**config.mk**
```make
export PLATFORM = sky130hd
export DESIGN_NAME = stream_filter_pipeline
export DESIGN_NICKNAME = d
export VERILOG_FILES = /design/src/rtl/pipeline_pkg.sv /design/src/rtl/stream_fifo.sv /design/src/rtl/stream_filter_pipeline.sv
export SDC_FILE = /design/constraint.sdc
export NUM_CORES = 1
export LEC_CHECK = 0
export ABC_AREA = 1
export CAP_MARGIN = 20
export CORE_MARGIN = 5
export CORE_UTILIZATION = 40
export CTS_BUF_LIST = sky130_fd_sc_hd__clkbuf_4 sky130_fd_sc_hd__clkbuf_8
export DETAILED_ROUTE_END_ITERATION = 7
export PLACE_DENSITY = 0.68
export SYNTH_ARGS = -nofsm -noshare
export SYNTH_HDL_FRONTEND = slang
export SYNTH_HIERARCHICAL = 1
export SYNTH_SLANG_ARGS = --single-unit
```
**constraint.sdc**
```tcl
create_clock -name clk -period 5.55 [get_ports clk]
set_clock_uncertainty 0.15 [all_clocks]
set_input_delay 0.8325 -clock clk [delete_from_list [all_inputs] [get_ports clk]]
set_output_delay 0.8325 -clock clk [all_outputs]
set_load 0.02 [all_outputs]
```
**src/rtl/pipeline_pkg.sv**
```systemverilog
// pipeline_pkg: shared mode encoding and width helpers for the stream filter pipeline.
// Revision 1.0
`default_nettype none

package pipeline_pkg;

  typedef enum logic {
    MODE_AVG    = 1'b0,
    MODE_BYPASS = 1'b1
  } filt_mode_e;

  function automatic int level_width(input int depth);
    return $clog2(depth) + 1;
  endfunction

  function automatic int sum_width(input int data_width, input int taps);
    return data_width + $clog2(taps);
  endfunction

endpackage

`default_nettype wire

```
**src/rtl/stream_fifo.sv**
```systemverilog
// stream_fifo: show-ahead circular FIFO with flush, occupancy and almost-full status.
// Revision 1.0
`default_nettype none

module stream_fifo
  import pipeline_pkg::*;
#(
  parameter int WIDTH       = 32,
  parameter int DEPTH       = 8,
  parameter int AFULL_LEVEL = 6,
  parameter int LVL_W       = level_width(DEPTH)
) (
  input  logic             clk,
  input  logic             rst_n,
  input  logic             flush,
  input  logic             push,
  input  logic [WIDTH-1:0] push_data,
  input  logic             pop,
  output logic [WIDTH-1:0] pop_data,
  output logic [LVL_W-1:0] level,
  output logic             full,
  output logic             empty,
  output logic             almost_full
);

  localparam int               PTR_W   = $clog2(DEPTH);
  localparam logic [LVL_W-1:0] DEPTH_L = LVL_W'(DEPTH);
  localparam logic [LVL_W-1:0] AFULL_L = LVL_W'(AFULL_LEVEL);

  logic [WIDTH-1:0] mem_q [DEPTH];
  logic [PTR_W-1:0] wr_ptr_q, wr_ptr_d;
  logic [PTR_W-1:0] rd_ptr_q, rd_ptr_d;
  logic [LVL_W-1:0] level_q, level_d;
  logic             do_push, do_pop;

  assign full        = (level_q == DEPTH_L);
  assign empty       = (level_q == '0);
  assign almost_full = (level_q >= AFULL_L);
  assign level       = level_q;
  assign pop_data    = empty ? '0 : mem_q[rd_ptr_q];

  // A push into a full FIFO is legal only when the head leaves in the same cycle.
  assign do_pop  = pop && !empty && !flush;
  assign do_push = push && (!full || do_pop) && !flush;

  always_comb begin
    wr_ptr_d = wr_ptr_q;
    rd_ptr_d = rd_ptr_q;
    level_d  = level_q;
    if (flush) begin
      wr_ptr_d = '0;
      rd_ptr_d = '0;
      level_d  = '0;
    end else begin
      if (do_push) wr_ptr_d = wr_ptr_q + PTR_W'(1);
      if (do_pop)  rd_ptr_d = rd_ptr_q + PTR_W'(1);
      case ({do_push, do_pop})
        2'b10:   level_d = level_q + LVL_W'(1);
        2'b01:   level_d = level_q - LVL_W'(1);
        default: level_d = level_q;
      endcase
    end
  end

  always_ff @(posedge clk or negedge rst_n) begin
    if (!rst_n) begin
      wr_ptr_q <= '0;
      rd_ptr_q <= '0;
      level_q  <= '0;
    end else begin
      wr_ptr_q <= wr_ptr_d;
      rd_ptr_q <= rd_ptr_d;
      level_q  <= level_d;
    end
  end

  always_ff @(posedge clk) begin
    if (do_push) mem_q[wr_ptr_q] <= push_data;
  end

endmodule

`default_nettype wire

```
**src/rtl/stream_filter_pipeline.sv**
```systemverilog
// stream_filter_pipeline: moving-average/bypass filter feeding a show-ahead FIFO, full backpressure.
// Revision 1.0
`default_nettype none

module stream_filter_pipeline
  import pipeline_pkg::*;
#(
  parameter int DATA_WIDTH  = 32,
  parameter int TAPS        = 4,
  parameter int DEPTH       = 8,
  parameter int AFULL_LEVEL = 6
) (
  input  logic                       clk,
  input  logic                       rst_n,
  input  logic [DATA_WIDTH-1:0]      in_data,
  input  logic                       in_valid,
  output logic                       in_ready,
  input  logic                       mode,
  input  logic                       flush,
  output logic [DATA_WIDTH-1:0]      out_data,
  output logic                       out_valid,
  input  logic                       out_ready,
  output logic [$clog2(DEPTH):0]     level,
  output logic                       full,
  output logic                       empty,
  output logic                       almost_full
);

  localparam int TAPS_LOG2 = $clog2(TAPS);
  localparam int SUM_W     = sum_width(DATA_WIDTH, TAPS);
  localparam int LVL_W     = level_width(DEPTH);

  logic [DATA_WIDTH-1:0] hist_q [TAPS-1];
  logic [DATA_WIDTH-1:0] hist_d [TAPS-1];
  logic [DATA_WIDTH-1:0] fdata_q, fdata_d;
  logic                  fv_q, fv_d;
  logic [SUM_W-1:0]      sum;
  logic [DATA_WIDTH-1:0] result;
  logic                  accept, pop, push_ok, push;
  logic                  fifo_full, fifo_empty;

  assign pop       = !fifo_empty && out_ready;
  assign push_ok   = !fifo_full || pop;
  assign push      = fv_q && push_ok;
  assign in_ready  = !flush && (!fv_q || push_ok);
  assign accept    = in_valid && in_ready;
  assign out_valid = !fifo_empty;
  assign full      = fifo_full;
  assign empty     = fifo_empty;

  always_comb begin
    sum = SUM_W'(in_data);
    for (int i = 0; i < TAPS - 1; i++) begin
      sum = sum + SUM_W'(hist_q[i]);
    end
    result = (filt_mode_e'(mode) == MODE_BYPASS) ? in_data : DATA_WIDTH'(sum >> TAPS_LOG2);
  end

  always_comb begin
    hist_d  = hist_q;
    fdata_d = fdata_q;
    fv_d    = fv_q;
    if (flush) begin
      for (int i = 0; i < TAPS - 1; i++) hist_d[i] = '0;
      fv_d = 1'b0;
    end else begin
      // History advances in both modes so averaging resumes without a warm-up gap.
      if (accept) begin
        hist_d[0] = in_data;
        for (int i = 1; i < TAPS - 1; i++) hist_d[i] = hist_q[i-1];
        fdata_d = result;
        fv_d    = 1'b1;
      end else if (push) begin
        fv_d = 1'b0;
      end
    end
  end

  always_ff @(posedge clk or negedge rst_n) begin
    if (!rst_n) begin
      for (int i = 0; i < TAPS - 1; i++) hist_q[i] <= '0;
      fdata_q <= '0;
      fv_q    <= 1'b0;
    end else begin
      hist_q  <= hist_d;
      fdata_q <= fdata_d;
      fv_q    <= fv_d;
    end
  end

  stream_fifo #(
    .WIDTH       (DATA_WIDTH),
    .DEPTH       (DEPTH),
    .AFULL_LEVEL (AFULL_LEVEL),
    .LVL_W       (LVL_W)
  ) u_fifo (
    .clk         (clk),
    .rst_n       (rst_n),
    .flush       (flush),
    .push        (push),
    .push_data   (fdata_q),
    .pop         (pop),
    .pop_data    (out_data),
    .level       (level),
    .full        (fifo_full),
    .empty       (fifo_empty),
    .almost_full (almost_full)
  );

endmodule

`default_nettype wire
```
==> impl_metrics.ini <==
[floorplan]
die-area_um2 = 53460
start_util_pct = 40.23
rows = 81
core_um2 = 48650
io_pins = 79
fp.dieW_um = 231.2
die_y_um = 231.2

[timing]
slew_headroom_pct = 31.46
hold_viol_final = 0
rsz0062_at_grt = no
finalMaxSlewViolations = 0
fin_setup_tns_ns = 0
fmax_mhz = 212.4
finalSetupViolCount = 0
finalCritPeriodShare_pct = 84.82
hold_slack_ns = 0.1898
post-route-min-period_ns = 4.707
tightest_slew_ns = 1.027

[worst_setup_path]
arrival_ns = 3.72
path_cells = buf_4 > nor2_1 > o32ai_1 > o21ai_0 > nor2_1 > clkdlybuf4s50_1
worstPathRequired_ns = 4.57
start_kind = register
path_common_cell = nor2_1
reg2reg_from = u_fifo/level[3]$_DFFE_PN0P_
crit_fanout = 101
crit_path_end = out_data[13]
cp-end-kind = primary output
path_class = register to primary output
r2r_setup_slack_ns = 1.69
r2r_cells = 11
cp_slowest_cell = buf_4
r2r-end = u_fifo/mem_q[4][8]$_DFFE_PP_
crit_start = u_fifo/rd_ptr_q[0]$_DFFE_PN0P_
cpPeakStageDelay_ns = 0.81

[place]
hpwlAfterDp_mm = 30.49
placed_area_um2 = 20890
io_buffers = 78
place_congestion = 0.9386

[cts]
cts_tree = built
numCtsBuffers = 66
post_cts_buffers = 0
cts.htree.levels = 3
clk_pin_slew_ns = 0.07
root_buffer = clkbuf_8
clkLatencyLatePin_ns = 0.61
ctsHoldBuffers = 0
cts_buffer_depth = 3
cts.sinks = 395
cts_resized = 0

[yosys]
synth-seq-cells = 395
yosysMostFrequentCell = nor2_1
synth_top_area_share_pct = 39.28
synth_top_flop_cell = edfxtp_1
syn_area_um2 = 19570
yosysTopAreaCell = edfxtp_1
synth_top_cells_by_count = nor2_1 (316), inv_1 (293), nand2_1 (261)
synth_edf_count = 256
syn_area_per_cell_um2 = 10.20
ys_seq_area_share_pct = 57.05
ys_warn_count = 6
async_flop_share_pct = 35.19
ys_types = 41
synth_fp_nets = 2056
syn_inst = 1919
synth_area_leaders = edfxtp_1 (39%), dfrtp_1 (18%), fa_1 (6.5%)

[routing]
drt_iter0_drc = 1000
vias_per_cell = 5.159
drc = 0
ant_nets = 0
wl_mm = 46.35
wl_per_cell_um = 17.34
drtPass1Iterations = 5
vias = 13789

[pwr]
p_leak_nw = 9.184
pwr_density_cell_nw_per_um2 = 353.6
vdd_drop_max_mv = 0.1508

[global_routing]
grt_max_degree = 102
grt_pass1_vias = 14141
grt-ovfl-total = 0
grt_pass1_wl_mm = 73.86
antenna_found_initial = 0
grt_usage_pct = 17.16

[layout]
nFillCells = 4532
drive_gt1_share_pct = 8.435
nets = 2138
fin_area_um2 = 22250
utilization_pct = 45.74
regArea_um2 = 11170
syn2layout_area_growth_pct = 13.68
multi_input_area_um2 = 6852
diodes = 0

[run_status]
status = finished clean

[flow_run]
drv_cap = 0

[worst_hold_path]
hold_path.class = input port to async pin
## layer usage
layer	share of wire, %	wire [um]	vias to the layer above	global-route usage, %
li1	-	-	6595	-
met1	44	20200	6731	23.00
met2	49	22570	375	28.63
met3	5.2	2419	88	2.891
met4	2.5	1158	0	5.684
met5	0	0	-	0
## metrics by stage
stage	cells	setup slack (ns)	total power, W
after floorplan	1919	1.607	0.004646
after detailed placement	2555	1.202	0.005272
after CTS	2673	0.8320	0.007943
after global placement	2555	1.259	0.005234
final	2673	0.8427	0.007869
after global routing	2673	0.6668	0.008277
## kinds of logic after synthesis
logic type                 synth area share, %
xor gates and xnor gates                0.4922
AOI/OAI and AO/OA                        11.79
and+or+nand+nor                          13.63
adders and majority gates                8.783
buffers and inverters                    8.253
DFF                                      57.05
## worst min path at each step
stage / to / slack (ns)
CTS: fdata_q[20]$_DFFE_PN0P_ / 0.20
global route: hist_q[34]$_DFFE_PN0P_ / 0.26
detailed placement: hist_q[29]$_DFFE_PN0P_ / 0.39
finish: hist_q[67]$_DFFE_PN0P_ / 0.19
floorplan: hist_q[22]$_DFFE_PN0P_ / 0.36
global placement: hist_q[14]$_DFFE_PN0P_ / 0.37
## placed cells by master (no fill, tap or decap), drive strengths merged, types with 64 or more instances in the layout
cell           Yosys  final
dfrtp            139    139
edfxtp           256    256
nand2            266    266
o21ai            125    125
o32ai             64     64
clkbuf            31     87
nor2             322    322
o22ai             95     95
inv              296    297
a21oi             64     64
fa                64     64
clkdlybuf4s50      0     76
## cell type report
type / count / area share [%]
clock buffer: 87 / 4.904
clock inverter: 31 / 1.192
timing repair buffer: 99 / 4.369
sequential: 395 / 50.22
inverter: 297 / 5.027
multi-input combinational: 1142 / 30.79
tap: 622 / 3.498
## sequential cells by signal, summed over array words and instances (netlist names)
name             flops
u_fifo/level         4
fv_q                 1
hist_q              96
fdata_q             32
u_fifo/wr_ptr_q      3
u_fifo/rd_ptr_q      3
u_fifo/mem_q       256
## power by group
group / internal, W / total (W) / leakage [nW] / switching [W]
registers: 0.00336 / 0.00354 / 4.14 / 0.000184
clock network: 0.00148 / 0.00266 / 0.699 / 0.00118
logic: 0.000601 / 0.00167 / 4.35 / 0.00107
total: 0.00544 / 0.00787 / 9.18 / 0.00243
## worst max-delay path, delay by kind of cell, from the launching register on
| kind | cells | cell delay (ns) |
|---|---|---|
| simple gates | 2 | 0.45 |
| flops | 1 | 0.65 |
| compound gates | 2 | 0.43 |
| buf+inv | 2 | 1.49 |
Power figures use the tool's default switching activity.
==> patch (same flow settings) <==
Add an input register stage for `mode`, without a reset; this delays it by one clock. The other inputs are not delayed to match.
--- a/src/rtl/stream_filter_pipeline.sv
+++ b/src/rtl/stream_filter_pipeline.sv
@@ -30,6 +30,12 @@
   localparam int SUM_W     = sum_width(DATA_WIDTH, TAPS);
   localparam int LVL_W     = level_width(DEPTH);
 
+  logic mode_q;
+
+  always_ff @(posedge clk) begin
+    mode_q <= mode;
+  end
+
   logic [DATA_WIDTH-1:0] hist_q [TAPS-1];
   logic [DATA_WIDTH-1:0] hist_d [TAPS-1];
   logic [DATA_WIDTH-1:0] fdata_q, fdata_d;
@@ -53,7 +59,7 @@
     for (int i = 0; i < TAPS - 1; i++) begin
       sum = sum + SUM_W'(hist_q[i]);
     end
-    result = (filt_mode_e'(mode) == MODE_BYPASS) ? in_data : DATA_WIDTH'(sum >> TAPS_LOG2);
+    result = (filt_mode_e'(mode_q) == MODE_BYPASS) ? in_data : DATA_WIDTH'(sum >> TAPS_LOG2);
   end
 
   always_comb begin
Behaviour: not the same (a bounded check fails within 4 cycles, from zero or initial values and one cycle with rst_n low).
==> patch against the original RTL <==
Power decreased by 0.58%. Worst setup slack improved by 7.7 ps. Sequential cell count grew 1. Routed wire length rose by 0.14%. Design area up 0.25%. Synthesized cell count is essentially flat. Final cell count up 0.34%. Hold slack better by 200 ps. Sequential power about the same. Area after synthesis grew 0.10%. Critical endpoint is now out_data[18]. Critical path type unchanged. Largest cell class unchanged.
==> patch: results <==
metrics = {
    "status": {
        "status": "finished clean",
    },
    "setup_path": {
        "critPathMaxFanout": 86,
        "cpPeakStageDelay_ps": 740,
        "r2r_end": "u_fifo/mem_q[7][22]",
        "r2r_setup_slack_ps": 1750,
    },
    "min_path": {
        "hold_class": "reg2reg",
    },
    "drt": {
        "drt_iter0_markers": 993,
        "routed_wl_microns": 46400,
        "vias": 13900,
    },
    "logic_synthesis": {
        "synthArstFlopShare_pct": 35.1,
        "synth_nets": 2057,
        "yosysSeqAreaShare_pct": 57.1,
        "synth_cell_types": 42,
    },
    "timing": {
        "worst_pin_slew_ps": 946,
        "holdWs_ps": 393,
    },
    "cells_and_area": {
        "drive_above_1_share_pct": 8.79,
        "fillers": 4489,
        "fin_nets": 2146,
    },
    "placement": {
        "hpwl_microns": 30400,
        "place_ws_ps": 1130,
    },
    "grt": {
        "grt_pass1_wl_microns": 75000,
        "grt_max_degree": 93,
    },
    "clocking": {
        "cts_made_buffers": 68,
        "path_clk_slew_ps": 50,
    },
    "pwr": {
        "p_leak_nw": 9.24,
    },
}
[patch: cell types whose count changed in the layout (fill, tap and decap cells not counted), sizes merged, moves of 2 or more]
cell / before / now
inv: 297 / 299
clkinvlp: 6 / 0
clkbuf: 87 / 100
buf: 23 / 26
bufinv: 4 / 0
clkinv: 21 / 19
[patch: how the worst max path moves through the flow]
stage                             from  slack (ps)                 end  cells past startpoint
floorplan              u_fifo/level[3]        1610  u_fifo/mem_q[0][0]                     11
global placement            in_data[4]        1250         fdata_q[28]                     18
detailed placement          in_data[1]        1130         fdata_q[17]                     18
CTS                 u_fifo/rd_ptr_q[0]         780        out_data[18]                      6
global route        u_fifo/rd_ptr_q[0]         680        out_data[18]                      6
finish              u_fifo/rd_ptr_q[0]         850        out_data[18]                      6
[patch: kinds of logic (layout without fill, tap and decap cells)]
family                   after synthesis  in the layout  synth area share, %
AND/OR/NAND/NOR                      664            664                 13.6
adder cells (fa/ha/maj)               99             99                 8.77
buffers and inverters                382            522                 8.24
AO/OA/AOI/OAI                        368            368                 11.8
flip-flops                           396            396                 57.1
XOR/XNOR                              11             11                0.492
[patch: report_power, final]
part | internal, W | switching, W
clock | 0.00142 | 0.00118
combinational | 0.000608 | 0.00106
sequential | 0.00337 | 0.000187
total | 0.00540 | 0.00243
[patch: area by class of cell]
type	count	area share, %
Timing Repair Buffer	104	4.56
Multi-Input combinational cell	1142	30.7
Inverter	297	5.01
Tap cell	622	3.49
Sequential cell	396	50.2
Clock buffer	100	5.47
Clock inverter	21	0.561
[patch: tightest hold or removal path: stages (launching register included)]
cell     delay, ps
dfrtp_1        310
inv_1           60
o22ai_1        120
[patch: repair_timing]
action / 4_1_cts / 5_1_grt
hold buffers: 1 / 0
hold endpoints to repair: 15 / 0
gates resized for setup: 0 / 0
setup buffers: 0 / 0
[patch: layer usage]
layer / routed length (microns) / vias up / GRT usage (%)
met2: 22700 / 407 / 28.7
met4: 1270 / 0 / 6.04
met5: 0 / - / 0
met3: 2490 / 85 / 3.00
li1: - / 6609 / -
met1: 20000 / 6835 / 23.5
[patch: through the flow]
step	total power (W)	utilization [%]	instance area, sq um	cells
after floorplan	0.00465	-	19600	1920
after global placement	0.00524	43.1	21000	2560
after detailed placement	0.00528	43.1	21000	2560
after CTS	0.00790	45.9	22300	2682
after global routing	0.00825	45.9	22300	2682
final	0.00782	45.9	22300	2682
